### src/rtl/uart_pkg.sv
// Shared UART definitions: receiver FSM state encoding and the serial line idle level.
package uart_pkg;

   typedef enum logic [2:0] {
      IDLE,
      START,
      DATA,
      PARITY,
      STOP
   } uart_rx_state_e;

   // Idle (mark) level of the serial line; also the synchronizer reset value.
   localparam logic LINE_IDLE = 1'b1;

endpackage

### src/rtl/uart_rx_param_if.sv
// Receiver-side signal bundle: tick enable and serial line in, received word and status out.
interface uart_rx_param_if #(
   parameter int unsigned DATA_BITS = 8
);

   logic                 s_tick;
   logic                 rx;
   logic [DATA_BITS-1:0] dout;
   logic                 rx_done_tick;
   logic                 framing_err;
   logic                 parity_err;

   // master: the receive engine itself.
   modport master (
      input  s_tick,
      input  rx,
      output dout,
      output rx_done_tick,
      output framing_err,
      output parity_err
   );

   // slave: the baud generator / line driver and the consumer of received words.
   modport slave (
      output s_tick,
      output rx,
      input  dout,
      input  rx_done_tick,
      input  framing_err,
      input  parity_err
   );

endinterface

### src/rtl/uart_sync2.sv
// Two-flop synchronizer for an asynchronous single-bit input, async active-low reset
// to a parameterised value.
module uart_sync2 #(
   parameter logic RESET_VAL = 1'b1
) (
   input  logic i_clk,
   input  logic i_reset,
   input  logic i_d,
   output logic o_q
);

   logic r_meta;
   logic r_sync;

   always_ff @(posedge i_clk or negedge i_reset) begin
      if (!i_reset) begin
         r_meta <= RESET_VAL;
         r_sync <= RESET_VAL;
      end else begin
         r_meta <= i_d;
         r_sync <= r_meta;
      end
   end

   assign o_q = r_sync;

endmodule

### src/rtl/uart_rx_param.sv
// Parametrised UART receive engine advanced by s_tick; reports framing and parity status.
// Parity checking is compiled in only when UART_RX_PARITY_EN is defined.
module uart_rx_param
   import uart_pkg::*;
#(
   parameter int unsigned DATA_BITS  = 8,
   parameter int unsigned OVERSAMPLE = 16,
   parameter int unsigned STOP_BITS  = 1,
   parameter bit          PARITY_ODD = 1'b0
) (
   input logic             i_clk,
   input logic             i_reset,
   uart_rx_param_if.master bus
);

   localparam int unsigned TICK_W = $clog2(OVERSAMPLE);
   localparam int unsigned BIT_W  = $clog2(DATA_BITS);

   localparam logic [TICK_W-1:0] TICK_MID  = TICK_W'(OVERSAMPLE / 2 - 1);
   localparam logic [TICK_W-1:0] TICK_LAST = TICK_W'(OVERSAMPLE - 1);
   localparam logic [BIT_W-1:0]  BIT_LAST  = BIT_W'(DATA_BITS - 1);
   localparam logic [BIT_W-1:0]  STOP_LAST = BIT_W'(STOP_BITS - 1);

   if (DATA_BITS < 5 || DATA_BITS > 9) begin : g_bad_data_bits
      $error("uart_rx_param: DATA_BITS must be in 5..9");
   end
   if (OVERSAMPLE < 4 || (OVERSAMPLE % 2) != 0) begin : g_bad_oversample
      $error("uart_rx_param: OVERSAMPLE must be even and at least 4");
   end
   if (STOP_BITS < 1 || STOP_BITS > 2) begin : g_bad_stop_bits
      $error("uart_rx_param: STOP_BITS must be 1 or 2");
   end

   uart_rx_state_e       r_state;
   uart_rx_state_e       w_state_nxt;
   logic [TICK_W-1:0]    r_tick_cnt;
   logic [TICK_W-1:0]    w_tick_nxt;
   logic [BIT_W-1:0]     r_bit_cnt;
   logic [BIT_W-1:0]     w_bit_nxt;
   logic [DATA_BITS-1:0] r_shift;
   logic [DATA_BITS-1:0] w_shift_nxt;
   logic                 r_ferr_acc;
   logic                 w_ferr_acc_nxt;
   logic                 w_frame_end;
   logic                 w_rx_s;

   logic [DATA_BITS-1:0] r_dout;
   logic                 r_done;
   logic                 r_ferr;

`ifdef UART_RX_PARITY_EN
   logic r_par_bit;
   logic w_par_nxt;
   logic w_par_err;
   logic r_perr;

   assign w_par_err = ((^r_shift) ^ r_par_bit) != PARITY_ODD;
`else
   logic w_unused_parity_odd;

   assign w_unused_parity_odd = PARITY_ODD;
`endif

   uart_sync2 #(
      .RESET_VAL (LINE_IDLE)
   ) u_sync_rx (
      .i_clk   (i_clk),
      .i_reset (i_reset),
      .i_d     (bus.rx),
      .o_q     (w_rx_s)
   );

   // bit_cnt doubles as the stop-bit index once the data bits are in.
   always_comb begin
      w_state_nxt    = r_state;
      w_tick_nxt     = r_tick_cnt;
      w_bit_nxt      = r_bit_cnt;
      w_shift_nxt    = r_shift;
      w_ferr_acc_nxt = r_ferr_acc;
      w_frame_end    = 1'b0;
`ifdef UART_RX_PARITY_EN
      w_par_nxt      = r_par_bit;
`endif
      if (bus.s_tick) begin
         unique case (r_state)
            IDLE: begin
               if (!w_rx_s) begin
                  w_state_nxt = START;
                  w_tick_nxt  = '0;
               end
            end
            START: begin
               if (r_tick_cnt == TICK_MID) begin
                  w_tick_nxt = '0;
                  if (!w_rx_s) begin
                     w_state_nxt    = DATA;
                     w_bit_nxt      = '0;
                     w_ferr_acc_nxt = 1'b0;
                  end else begin
                     w_state_nxt = IDLE;
                  end
               end else begin
                  w_tick_nxt = r_tick_cnt + 1'b1;
               end
            end
            DATA: begin
               if (r_tick_cnt == TICK_LAST) begin
                  w_tick_nxt  = '0;
                  w_shift_nxt = {w_rx_s, r_shift[DATA_BITS-1:1]};
                  if (r_bit_cnt == BIT_LAST) begin
                     w_bit_nxt = '0;
`ifdef UART_RX_PARITY_EN
                     w_state_nxt = PARITY;
`else
                     w_state_nxt = STOP;
`endif
                  end else begin
                     w_bit_nxt = r_bit_cnt + 1'b1;
                  end
               end else begin
                  w_tick_nxt = r_tick_cnt + 1'b1;
               end
            end
`ifdef UART_RX_PARITY_EN
            PARITY: begin
               if (r_tick_cnt == TICK_LAST) begin
                  w_tick_nxt  = '0;
                  w_par_nxt   = w_rx_s;
                  w_state_nxt = STOP;
               end else begin
                  w_tick_nxt = r_tick_cnt + 1'b1;
               end
            end
`endif
            STOP: begin
               if (r_tick_cnt == TICK_LAST) begin
                  w_tick_nxt     = '0;
                  w_ferr_acc_nxt = r_ferr_acc | ~w_rx_s;
                  if (r_bit_cnt == STOP_LAST) begin
                     // Leave at the stop-bit midpoint for half a bit of resync margin.
                     w_bit_nxt   = '0;
                     w_state_nxt = IDLE;
                     w_frame_end = 1'b1;
                  end else begin
                     w_bit_nxt = r_bit_cnt + 1'b1;
                  end
               end else begin
                  w_tick_nxt = r_tick_cnt + 1'b1;
               end
            end
            default: begin
               w_state_nxt = IDLE;
               w_tick_nxt  = '0;
               w_bit_nxt   = '0;
            end
         endcase
      end
   end

   always_ff @(posedge i_clk or negedge i_reset) begin
      if (!i_reset) begin
         r_state    <= IDLE;
         r_tick_cnt <= '0;
         r_bit_cnt  <= '0;
         r_shift    <= '0;
         r_ferr_acc <= 1'b0;
`ifdef UART_RX_PARITY_EN
         r_par_bit  <= 1'b0;
`endif
      end else begin
         r_state    <= w_state_nxt;
         r_tick_cnt <= w_tick_nxt;
         r_bit_cnt  <= w_bit_nxt;
         r_shift    <= w_shift_nxt;
         r_ferr_acc <= w_ferr_acc_nxt;
`ifdef UART_RX_PARITY_EN
         r_par_bit  <= w_par_nxt;
`endif
      end
   end

   // Word and status are published together with the one-clk completion pulse.
   always_ff @(posedge i_clk or negedge i_reset) begin
      if (!i_reset) begin
         r_dout <= '0;
         r_done <= 1'b0;
         r_ferr <= 1'b0;
`ifdef UART_RX_PARITY_EN
         r_perr <= 1'b0;
`endif
      end else begin
         r_done <= w_frame_end;
         if (w_frame_end) begin
            r_dout <= r_shift;
            r_ferr <= w_ferr_acc_nxt;
`ifdef UART_RX_PARITY_EN
            r_perr <= w_par_err;
`endif
         end
      end
   end

   assign bus.dout         = r_dout;
   assign bus.rx_done_tick = r_done;
   assign bus.framing_err  = r_ferr;
`ifdef UART_RX_PARITY_EN
   assign bus.parity_err   = r_perr;
`else
   assign bus.parity_err   = 1'b0;
`endif

endmodule

### src/flat_wrapper.sv
// flat-port wrapper written by rule: the top's interface ports become plain ports
module uart_rx_param_flat import uart_pkg::*;
#(
   parameter int unsigned DATA_BITS  = 8,
   parameter int unsigned OVERSAMPLE = 16,
   parameter int unsigned STOP_BITS  = 1,
   parameter bit          PARITY_ODD = 1'b0
)
  (i_clk, i_reset, bus_s_tick, bus_rx, bus_dout, bus_rx_done_tick, bus_framing_err, bus_parity_err);
  uart_rx_param_if #(.DATA_BITS(DATA_BITS)) bus_i ();
  input logic i_clk;
  input logic i_reset;
  input wire logic [$bits(bus_i.s_tick)-1:0] bus_s_tick;
  input wire logic [$bits(bus_i.rx)-1:0] bus_rx;
  output wire logic [$bits(bus_i.dout)-1:0] bus_dout;
  output wire logic [$bits(bus_i.rx_done_tick)-1:0] bus_rx_done_tick;
  output wire logic [$bits(bus_i.framing_err)-1:0] bus_framing_err;
  output wire logic [$bits(bus_i.parity_err)-1:0] bus_parity_err;
  assign bus_i.s_tick = bus_s_tick;
  assign bus_i.rx = bus_rx;
  assign bus_dout = bus_i.dout;
  assign bus_rx_done_tick = bus_i.rx_done_tick;
  assign bus_framing_err = bus_i.framing_err;
  assign bus_parity_err = bus_i.parity_err;
  uart_rx_param #(.DATA_BITS(DATA_BITS), .OVERSAMPLE(OVERSAMPLE), .STOP_BITS(STOP_BITS), .PARITY_ODD(PARITY_ODD)) u_core (.i_clk(i_clk), .i_reset(i_reset), .bus(bus_i));
endmodule
### config.mk
export PLATFORM = sky130hd
export DESIGN_NAME = uart_rx_param_flat
export DESIGN_NICKNAME = d
export VERILOG_FILES = /design/src/rtl/uart_pkg.sv /design/src/rtl/uart_rx_param_if.sv /design/src/rtl/uart_sync2.sv /design/src/rtl/uart_rx_param.sv /design/src/flat_wrapper.sv
export SDC_FILE = /design/constraint.sdc
export NUM_CORES = 1
export LEC_CHECK = 0
export BUFFER_PORTS_ARGS = -buffer_cell sky130_fd_sc_hd__buf_2
export CORE_ASPECT_RATIO = 0.75
export CORE_MARGIN = 2
export CORE_UTILIZATION = 51
export DETAILED_ROUTE_END_ITERATION = 10
export PLACE_DENSITY = 0.85
export REMOVE_ABC_BUFFERS = 1
export SYNTH_ARGS = -nofsm -noshare
export SYNTH_HDL_FRONTEND = slang
export SYNTH_SLANG_ARGS = --single-unit
export TNS_END_PERCENT = 10
### constraint.sdc
create_clock -name i_clk -period 2.13 [get_ports i_clk]
set_clock_uncertainty 0.15 [all_clocks]
set_input_delay 0.426 -clock i_clk [delete_from_list [all_inputs] [get_ports i_clk]]
set_output_delay 0.426 -clock i_clk [all_outputs]
set_load 0.05 [all_outputs]
Word level (Yosys, flattened, before mapping)
Cells that the tools add are included.

word-level totals
  register bits = 31
  output and inout bits = 11

cells by class
  eq/ne operators = 13
  $add $sub $neg = 2
  mux-type cells = 28
  bitwise gates (word level) = 3
  reduce and logical (&&, ||, !) cells = 7

operators by type and width
  operator                                        number
  two-way mux 3 bit                               12
  case mux 3 bit (4 select lines)                 2
  two-way mux 4 bit                               3
  case mux 4 bit (3 select lines)                 1
  != test 2 x 1 -> 1 bit (second input constant)  5
  two-way mux 1 bit                               8
  AND reduction 7 bit                             1
  == test 3 bit (second input constant)           2
  logical NOT 3 bit                               2
  AND reduction 6 bit                             1
  adder 4 x 1 -> 4 bit (second input constant)    1
  == test 4 x 3 -> 1 bit (second input constant)  1
  == test 4 bit (second input constant)           1
  != test 2 bit (second input constant)           2
  adder 3 x 1 -> 3 bit (second input constant)    1
  == test 3 x 1 -> 1 bit (second input constant)  1
  == test 3 x 2 -> 1 bit (second input constant)  1
  AND reduction 3 bit                             1
  two-way mux 2 bit                               1
  inverter 1 bit                                  2
  case mux 1 bit (2 select lines)                 1
  AND reduction 2 bit                             1
  OR reduction 2 bit                              1
  bitwise OR 1 bit                                1

Logic depth before layout (Yosys ltp)
Gate-level depths: netlist of run 1.

  depth in word-level cells = 5
  depth in mapped cells = 6
  mapped depth without buffers = 6

Modules after synthesis
A second synthesis of run 1 with hierarchy kept.

second synthesis, totals
  cell total of the unflattened synthesis = 129
  area total of the unflattened synthesis = 1516.5 um2

by module, submodules not included
  module         area an instance (um2)  instances  cells an instance
  uart_rx_param  1463.9                  1          127
  uart_sync2     52.6                    1          2

Least setup slack after synthesis of run 1
OpenSTA, ideal clock, no wires.

  path type = reg-to-reg
  start = register u_core.r_tick_cnt[0]
  end = register u_core.r_bit_cnt[1]
  cell stages (with the launch flop) = 6
  setup time = 0.125 ns
  slack = 0.152 ns
  arrival = 1.703 ns
  path buffers = 0
  path through = dfrtp_1 > ha_1 > and3_1 > o32ai_1 > a21oi_1 > mux2_2

on the way
  longest elaborated chain between the ends = 3
  elaborated cells between the ends (all ways) = 6
  those cells by class = 5 x eq/ne; 1 x reduce/logical

RTL lines
  what                                                            line                                                             source
  start: declaration                                              uart_rx_param.sv:36                                              logic [TICK_W-1:0] r_tick_cnt;
  start signal: assignment                                        uart_rx_param.sv:172                                             r_tick_cnt <= w_tick_nxt;
  == test 4 bit / == test 4 x 3 -> 1 bit (equally long branches)  uart_rx_param.sv:107, uart_rx_param.sv:136, uart_rx_param.sv:93
  != test 2 x 1 -> 1 bit (no line)                                -
  AND reduction 6 bit (no line) (*)                               -
  end signal: assignment                                          uart_rx_param.sv:173                                             r_bit_cnt <= w_bit_nxt;
  end: declaration                                                uart_rx_param.sv:38                                              logic [BIT_W-1:0] r_bit_cnt;

Every way passes the cells marked *; elsewhere a longest branch is shown, timed or not.
A chain may end at the register's enable or synchronous reset.

Worst setup path in the final report of run 1
  start = register u_core.r_tick_cnt[0]
  end = register u_core.r_state[2]

on the way
  longest elaborated chain between the ends = 3
  elaborated cells between the ends (all ways) = 6
  those cells by class = 5 x eq/ne; 1 x reduce/logical

RTL lines
  what                                                            line                                                             source
  == test 4 bit / == test 4 x 3 -> 1 bit (equally long branches)  uart_rx_param.sv:107, uart_rx_param.sv:136, uart_rx_param.sv:93
  != test 2 x 1 -> 1 bit (no line)                                -
  AND reduction 7 bit (no line) (*)                               -
  end signal: assignment                                          uart_rx_param.sv:171                                             r_state <= w_state_nxt;
  end: declaration                                                uart_rx_param.sv:34                                              uart_rx_state_e r_state;

Marked as above.

==> results.tsv, run 1 <==
stage	metric	value	unit
cts	cts.clk_slew.worst_paths	0.07	ns
setup_path	worst-path-max-fanout	7	
grt	grt_pass1_wl	4890	µm
sta	report.final.slew_viol_count	0	
cts	hold_buffers	0	
final_layout	diodes	0	
grt	grt.busiest_layer	met2	
yosys	ys.flop_type	dfrtp_1	
sta	finalSetupViolations	0	
grt	grt_pass1_vias	1060	
sta	finalCritPeriodShare	94.7	%
cts	cts.htree.levels	2	
floorplan	fp.dieH	51.0	µm
cts	cts_buffer_depth	2	
sta	slew-limit-headroom	56.6	%
route	antenna_left	0	
setup_path	worstSetupEndpointType	flop	
setup_path	rr_worst_depth	6	
setup_path	crit_arrival	2.07	ns
cts	clock_latency	0.28	ns
sta	fmax	0.496	GHz
yosys	synth.distinct_cells	38	
yosys	synthArstFlopShare	100	%
worst_hold_path	hold_path_class	in -> async	
grt	use_met3	6.39	%
flow_run	cap_violations	0	
yosys	synth_area	1500	µm²
cts	clock-root-buffer	clkbuf_8	
setup_path	start_kind	flop	
power	ir_drop	0.601	mV
final_layout	syn_to_final_growth	15.5	%
cts	postCtsSetupBuffers	0	
grt	use_met1	25.8	%
yosys	synth_edf_count	0	
floorplan	initial_core_util	52.3	%
sta	worstMarginPinSlew	0.651	ns
route	avgRoutedWirePerCell	15.8	µm
final_layout	final_area	1730	µm²
final_layout	register_area	778	µm²
yosys	synth_warnings	0	
route	via_per_inst	5.73	
route	drtIter0Drc	77	
yosys	synthCells	125	
cts	cts_buffers	5	
placement	placed_area	1640	µm²
grt	antenna_found_initial	0	
placement	place.gp.congestion	0.911	
final_layout	drive_above_1_share	37.4	%
placement	port_buffers	13	
grt	grt_usage	19.9	%
route	drt-pass1-iter-count	4	
sta	fin_crit	2.02	ns
power	p_leak	0.847	nW
setup_path	critical_path_class	reg -> reg	
sta	tns	0	ns
yosys	syn_area_per_cell	12.0	µm²
grt	overflow	0	
yosys	synth_seq_area_share	51.8	%
final_layout	nNetsFinal	154	
final_layout	fillCellCount	243	
setup_path	critical_path_required	2.18	ns
grt	grt_max_degree	32	
sta	finalHoldViolCount	0	
cts	cts_tree	yes	
route	routed_wl	2920	µm
power	powerDensity	1060	nW/µm²
cts	cts.sinks	31	
grt	globalRouteMet2Util	31.7	%
floorplan	dieWidth	66.7	µm
run_status	status	finished, final reports clean	
placement	hpwl	2100	µm
floorplan	num_rows	17	
final_layout	multi_input_area	671	µm²
floorplan	die-area	3400	µm²
floorplan	io_pins	15	
route	vias	1060	
yosys	ys_seq_elements	31	
floorplan	coreArea	2870	µm²
sta	rsz0062_at_grt	false	
route	drc	0	
-- synth_stat cells (all sizes together), types with 2 or more instances --
master | number | share of area, %
o31ai | 5 | 2.5
nor3b | 2 | 1.0
a31o | 3 | 1.8
dfrtp | 29 | 48
nand3 | 4 | 1.3
nand2b | 2 | 0.83
a221oi | 2 | 1.2
o22a | 2 | 1.2
a21oi | 2 | 0.67
inv | 8 | 2.0
a21boi | 2 | 1.0
mux2i | 2 | 1.3
or3b | 2 | 1.3
o21ai | 4 | 1.3
nand2 | 4 | 1.0
mux2 | 18 | 13
a32o | 3 | 2.0
buf | 4 | 1.9
nor2 | 7 | 1.9
ha | 4 | 3.3
dfstp | 2 | 3.5
and3 | 2 | 0.83
-- layout by cell type, fill, tap and decap left out, drive strengths merged, types with 4 or more instances in the layout --
cell type and count:
dfrtp 29, nand3 4, buf 19, inv 8
clkbuf 6, nor2 7, ha 4, o21ai 4
o31ai 5, mux2 18, nand2 4
-- state kept, by name, indices dropped and copies added, names as in the netlist --
register	cells
u_core.r_bit_cnt	3
u_core.bus.dout	8
u_core.r_tick_cnt	4
u_core.r_shift	8
u_core.u_sync_rx.o_q	1
u_core.r_state	3
u_core.bus.rx_done_tick	1
u_core.bus.framing_err	1
u_core.u_sync_rx.r_meta	1
u_core.r_ferr_acc	1
-- cells by family after synthesis --
logic type | count (synthesis) | share of synthesized area [%]
other cells | 1 | 0.250
mux | 20 | 14.8
flops | 31 | 51.8
simple gates | 28 | 11.2
fa+ha+maj | 4 | 3.33
compound gates | 27 | 13.8
buf+inv | 13 | 4.17
xor+xnor | 1 | 0.583
-- worst max-delay path, cell delays in order (launching register included) --
cell and delay, ns:
dfrtp_1 0.41, ha_2 0.26, and3_1 0.25, o32ai_2 0.12, buf_4 0.17, a221oi_1 0.34
mux2i_1 0.25
-- report_power, final --
group | total, W | internal [W] | switching [W]
clock network | 0.000447 | 0.000228 | 0.000220
logic | 0.000641 | 0.000288 | 0.000353
registers | 0.000753 | 0.000662 | 0.0000903
-- final cells by class --
type | instances | share of cell area (%)
well taps | 38 | 2.74
repair buffers | 19 | 7.07
inverters | 8 | 1.73
multi-input cells | 81 | 38.7
clock buffers | 6 | 4.18
clock inverters | 2 | 0.722
flip-flops and latches | 31 | 44.9
-- stage by stage --
step	setup WS (ns)	utilization (%)	power (W)	cells	hold WS [ns]
6_report	0.114	60.4	0.00184	185	0.0137
2_1_floorplan	0.152	-	0.00118	120	-0.0196
4_1_cts	0.0608	60.0	0.00182	185	0.0399
5_1_grt	0.00815	60.4	0.00194	185	0.0658
3_5_place_dp	0.0764	57.1	0.00137	177	0.198
3_3_place_gp	0.0830	57.1	0.00136	177	0.196
-- final timing paths --
path	to	slack, ns	start
min in group i_clk	u_core.u_sync_rx.r_meta	0.09	bus_rx
worst max-delay path	u_core.r_state[2]	0.11	u_core.r_tick_cnt[0]
max in group asynchronous	u_core.r_bit_cnt[0]	1.39	i_reset
worst min register to register	u_core.u_sync_rx.o_q	0.21	u_core.u_sync_rx.r_meta
worst min-delay path	u_core.r_tick_cnt[0]	0.01	i_reset
worst max register to register	u_core.r_state[2]	0.11	u_core.r_tick_cnt[0]
-- layer usage --
layer	vias up	wire, µm
met2	23	1410
met5	-	0
met1	534	1330
li1	499	-
met4	0	38
met3	4	141
-- timing repair --
item | CTS | global route
endpoints found under the hold margin | 0 | 0
setup endpoints to repair | 0 | 7
resized for setup | 0 | 2
Power figures use the tool's default switching activity.
==> run 2: changes to the inputs <==
--- a/config.mk
+++ b/config.mk
@@ -8,10 +8,11 @@
 export BUFFER_PORTS_ARGS = -buffer_cell sky130_fd_sc_hd__buf_2
 export CORE_ASPECT_RATIO = 0.75
 export CORE_MARGIN = 2
-export CORE_UTILIZATION = 51
+export CORE_UTILIZATION = 45
 export DETAILED_ROUTE_END_ITERATION = 10
-export PLACE_DENSITY = 0.85
+export PLACE_DENSITY = 0.78
 export REMOVE_ABC_BUFFERS = 1
+export SLEW_MARGIN = 25
 export SYNTH_ARGS = -nofsm -noshare
 export SYNTH_HDL_FRONTEND = slang
 export SYNTH_SLANG_ARGS = --single-unit
==> constraint.sdc (replaced) <==
create_clock -name i_clk -period 2.13 [get_ports i_clk]
set_clock_uncertainty 0.15 [all_clocks]
set_input_delay 0.426 -clock i_clk [delete_from_list [all_inputs] [get_ports i_clk]]
set_output_delay 0.426 -clock i_clk [all_outputs]
set_load 0.1 [all_outputs]
==> results.tsv, run 2 (same netlist as run 1, synthesis figures left out) <==
stage	metric	value	unit	change
run_status	status	finished, final reports clean		
final_layout	post-route-util	53.7	%	-6.7 points
setup_path	worst-path-max-fanout	7		unchanged
final_layout	register_area	778	µm²	unchanged
cts	cts_buffer_depth	2		unchanged
sta	report.final.slew_viol_count	0		unchanged
power	powerDensity	1070	nW/µm²	+0.81%
cts	cts.clk_slew.worst_paths	0.07	ns	about the same
cts	clock-root-buffer	clkbuf_8		
final_layout	syn_to_final_growth	16.0	%	
grt	grt_pass1_wl	4940	µm	+1.1%
floorplan	die-area	3820	µm²	+12%
setup_path	critical_path_class	reg -> reg		
power	p_leak	0.858	nW	+1.2%
setup_path	start_kind	flop		
route	drc	0		unchanged
sta	fin_hold_ws	0.0288	ns	+0.0152 ns
sta	fin_crit	2.03	ns	+0.00933 ns
route	drtIter0Drc	152		+97%
floorplan	io_pins	15		unchanged
floorplan	num_rows	18		+1
final_layout	fillCellCount	288		+19%
sta	finalHoldViolCount	0		unchanged
grt	grt_max_degree	32		unchanged
final_layout	nNetsFinal	156		+1.3%
route	vias	1081		+2.0%
setup_path	critical_path_required	2.20	ns	+0.02 ns
sta	rsz0062_at_grt	false		
cts	cts_buffers	5		unchanged
final_layout	diodes	0		unchanged
setup_path	worstSetupEndpointType	flop		
cts	clock_latency	0.28	ns	about the same
floorplan	fp.dieH	54.0	µm	+6.0%
placement	place.gp.congestion	0.960		+5.4%
cts	cts.htree.levels	2		unchanged
route	avgRoutedWirePerCell	16.0	µm	+1.5%
placement	port_buffers	13		unchanged
placement	pre_cts_slack	0.136	ns	+0.0593 ns
sta	layout_setup_ws	0.104	ns	-0.00933 ns
final_layout	drive_above_1_share	36.9	%	-0.50 points
final_layout	final_common_cell	dfrtp_1		
floorplan	coreArea	3240	µm²	+13%
placement	hpwl	2200	µm	+4.6%
route	routed_wl	3030	µm	+3.7%
grt	grt_pass1_vias	1012		-4.5%
route	via_per_inst	5.72		-0.18%
cts	cts_tree	yes		
flow_run	cap_violations	0		unchanged
cts	postCtsSetupBuffers	0		unchanged
grt	overflow	0		unchanged
sta	finalSetupViolations	0		unchanged
route	antenna_left	0		unchanged
power	ir_drop	0.483	mV	-20%
final_layout	multi_input_area	661	µm²	-1.5%
sta	worstMarginPinSlew	0.676	ns	+0.0243 ns
grt	grt_usage	18.0	%	-1.9 points
floorplan	dieWidth	70.7	µm	+6.1%
cts	ctsResizeCount	0		unchanged
sta	fmax	0.494	GHz	-0.46%
worst_hold_path	hold_path_class	in -> async		
grt	antenna_found_initial	0		unchanged
route	drt-pass1-iter-count	5		+1
sta	tns	0	ns	unchanged
sta	slew-limit-headroom	55.0	%	-1.6 points
cts	cts.sinks	31		unchanged
setup_path	crit_arrival	2.09	ns	+0.02 ns
sta	finalCritPeriodShare	95.1	%	+0.44 points
floorplan	initial_core_util	46.3	%	-6.0 points
power	power.total	0.00186	W	+1.3%
cts	hold_buffers	0		unchanged
final_layout	layout_common_cells	dfrtp_1 (29), mux2_2 (18), buf_2 (13), inv_1 (8), buf_4 (7)		
==> run 2: worst paths after layout <==
kind | start | to | slack, ns | cells past startpoint
worst min register to register | u_core.u_sync_rx.r_meta | u_core.u_sync_rx.o_q | 0.21 | 0
worst max register to register | u_core.r_tick_cnt[0] | u_core.r_tick_cnt[3] | 0.10 | 6
worst min-delay path | i_reset | u_core.r_bit_cnt[2] | 0.03 | 1
worst max-delay path | u_core.r_tick_cnt[0] | u_core.r_tick_cnt[3] | 0.10 | 6
max in group asynchronous | i_reset | u_core.bus.dout[2] | 1.37 | 1
min in group i_clk | bus_rx | u_core.u_sync_rx.r_meta | 0.10 | 1
==> run 2: metrics by stage <==
stage                     instances  area [µm²]
after global routing            189        1740
final                           189        1740
after CTS                       189        1740
after global placement          181        1660
after detailed placement        181        1660
after floorplan                 120        1470
==> run 2: area by class of cell <==
cell class                      instances  area share, %
Timing Repair Buffer                   21           7.90
Clock buffer                            6           4.17
Multi-Input combinational cell         81           37.9
Inverter                                8           1.72
Clock inverter                          2          0.718
Tap cell                               40           2.87
Sequential cell                        31           44.7
==> run 2: power breakdown <==
part	total [W]	internal [W]	leakage, nW	switching (W)
clock	0.000444	0.000228	0.0412	0.000216
sequential	0.000728	0.000663	0.420	0.0000649
combinational	0.000692	0.000298	0.397	0.000394
==> run 2: worst max-delay path, stage by stage, from the launching register on <==
cell and delay, ns:
dfrtp_1 0.41, ha_1 0.29, and3_1 0.23, o32ai_1 0.31, buf_4 0.20, and2_1 0.19
a32o_1 0.18
==> run 2: metal layers <==
layer / part of all wire, % / wire [µm] / GRT usage, %
met5: 0 / 0 / 0
met4: 2.1 / 65 / 8.49
met3: 9.6 / 291 / 6.74
met2: 46 / 1380 / 27.3
met1: 42 / 1290 / 23.2
==> run 3: changes to the inputs <==
--- a/config.mk
+++ b/config.mk
@@ -10,6 +10,7 @@
 export CORE_MARGIN = 2
 export CORE_UTILIZATION = 45
 export DETAILED_ROUTE_END_ITERATION = 10
+export MAX_ROUTING_LAYER = met4
 export PLACE_DENSITY = 0.78
 export REMOVE_ABC_BUFFERS = 1
 export SLEW_MARGIN = 25
==> results.tsv, run 3 (same netlist as run 1, synthesis figures left out) <==
stage	metric	value	unit	change
final_layout	nNetsFinal	156		unchanged
sta	worstMarginPinSlew	0.673	ns	-0.00222 ns
setup_path	critical_path_class	reg -> reg		
cts	postCtsSetupBuffers	0		unchanged
final_layout	register_area	778	µm²	unchanged
grt	overflow	0		unchanged
sta	tns	0	ns	unchanged
sta	rsz0062_at_grt	false		
sta	fin_hold_ws	0.0274	ns	-0.00140 ns
floorplan	coreArea	3240	µm²	unchanged
power	internal_power	0.00119	W	about the same
placement	pre_cts_slack	0.136	ns	unchanged
cts	clock_latency	0.28	ns	about the same
power	ir_drop	0.483	mV	about the same
grt	antenna_found_initial	0		unchanged
placement	place.gp.congestion	0.978		+1.8%
setup_path	worst-path-max-fanout	7		unchanged
final_layout	fillCellCount	288		unchanged
sta	finalHoldViolCount	0		unchanged
setup_path	cp_num_buf_inv	1		unchanged
final_layout	drive_above_1_share	36.9	%	unchanged
setup_path	worstSetupEndpointType	flop		
floorplan	fp.dieH	54.0	µm	unchanged
cts	cts.clk_slew.worst_paths	0.07	ns	about the same
cts	cts.htree.levels	2		unchanged
placement	placed_area	1660	µm²	unchanged
setup_path	start_kind	flop		
setup_path	path_cells	ha_1 -> and3_1 -> o32ai_1 -> buf_4 -> and2_1 -> a32o_1		
final_layout	multi_input_area	661	µm²	unchanged
grt	grt_max_degree	32		unchanged
power	p_leak	0.858	nW	unchanged
final_layout	syn_to_final_growth	16.0	%	unchanged
power	power.total	0.00186	W	about the same
worst_hold_path	hold_path_class	in -> async		
setup_path	cp_slowest_cell	dfrtp_1		
placement	hpwl	2200	µm	unchanged
route	antenna_left	0		unchanged
power	swShare	36.3	%	about the same
sta	finalCritPeriodShare	95.3	%	+0.19 points
route	drtIter0Drc	153		+0.66%
cts	cts.sinks	31		unchanged
cts	ctsResizeCount	0		unchanged
route	drc	0		unchanged
power	powerDensity	1070	nW/µm²	about the same
run_status	status	finished, final reports clean		
power	sequentialPowerShare	39.0	%	about the same
floorplan	dieWidth	70.7	µm	unchanged
final_layout	final_area	1740	µm²	unchanged
final_layout	final_common_cell	dfrtp_1		
grt	grt_pass1_vias	1011		-0.099%
cts	cts_buffers	5		unchanged
route	avgRoutedWirePerCell	16.1	µm	+0.30%
sta	layout_setup_ws	0.101	ns	-0.00396 ns
route	vias	1082		+0.093%
sta	finalSetupViolations	0		unchanged
sta	report.final.slew_viol_count	0		unchanged
final_layout	diodes	0		unchanged
power	switchingPower	0.000676	W	+0.13%
cts	cts_buffer_depth	2		unchanged
placement	port_buffers	13		unchanged
sta	fin_crit	2.03	ns	+0.00396 ns
floorplan	die-area	3820	µm²	unchanged
setup_path	crit_family	compound AO/OA/AOI/OAI gates		
setup_path	crit_arrival	2.10	ns	about the same
floorplan	num_rows	18		unchanged
sta	fmax	0.493	GHz	-0.19%
route	via_per_inst	5.72		about the same
cts	cts_tree	yes		
grt	grt_usage	18.6	%	+0.60 points
cts	clock-root-buffer	clkbuf_8		
setup_path	slowest_delay	0.41	ns	about the same
route	routed_wl	3030	µm	+0.30%
power	power_frac_comb	37.2	%	about the same
cts	hold_buffers	0		unchanged
floorplan	io_pins	15		unchanged
setup_path	critical_path_required	2.20	ns	about the same
power	clkPwrFrac	23.8	%	about the same
floorplan	initial_core_util	46.3	%	unchanged
grt	grt_pass1_wl	4950	µm	+0.28%
sta	slew-limit-headroom	55.1	%	+0.15 points
route	drt-pass1-iter-count	4		-1
final_layout	layout_common_cells	dfrtp_1 (29), mux2_2 (18), buf_2 (13), inv_1 (8), buf_4 (7)		
flow_run	cap_violations	0		unchanged
==> run 3: worst paths after layout <==
kind	depth (start not counted)	slack, ns	from	endpoint
worst min-delay path	1	0.03	i_reset	u_core.r_bit_cnt[2]
worst max register to register	6	0.10	u_core.r_tick_cnt[0]	u_core.r_tick_cnt[3]
max in group asynchronous	1	1.37	i_reset	u_core.bus.dout[2]
worst max-delay path	6	0.10	u_core.r_tick_cnt[0]	u_core.r_tick_cnt[3]
worst min register to register	0	0.21	u_core.u_sync_rx.r_meta	u_core.u_sync_rx.o_q
min in group i_clk	1	0.10	bus_rx	u_core.u_sync_rx.r_meta
==> run 3: power groups by stage <==
stage | clock (W) | sequential (W) | combinational [W]
after global routing | 0.000484 | 0.000733 | 0.000757
after CTS | 0.000458 | 0.000726 | 0.000683
after detailed placement | 0 | 0.000736 | 0.000678
after floorplan | 0 | 0.000760 | 0.000428
final | 0.000444 | 0.000726 | 0.000694
after global placement | 0 | 0.000728 | 0.000657
==> run 3: worst reg2reg max path, cell delays in order, from the launching register on <==
cell and delay [ns]:
dfrtp_1 0.41, ha_1 0.29, and3_1 0.23, o32ai_1 0.31, buf_4 0.20, and2_1 0.20, a32o_1 0.18
==> run 3: cell type report <==
class | count | share of cell area [%]
clock buffers | 6 | 4.17
clock inverters | 2 | 0.718
flip-flops and latches | 31 | 44.7
multi-input cells | 81 | 37.9
repair buffers | 21 | 7.90
inverters | 8 | 1.72
well taps | 40 | 2.87
==> run 3: per-layer routing <==
metal	vias to the layer above	global-route usage, %	wire length, µm
li1	505	-	-
met1	516	23.4	1320
met2	55	27.1	1400
met3	6	6.74	247
met4	0	8.49	65
met5	-	-	0
==> run 3: metrics by stage <==
step | cells | utilization (%)
floorplan | 120 | -
global placement | 181 | 51.1
detailed placement | 181 | 51.1
CTS | 189 | 53.7
global route | 189 | 53.7
finish | 189 | 53.7
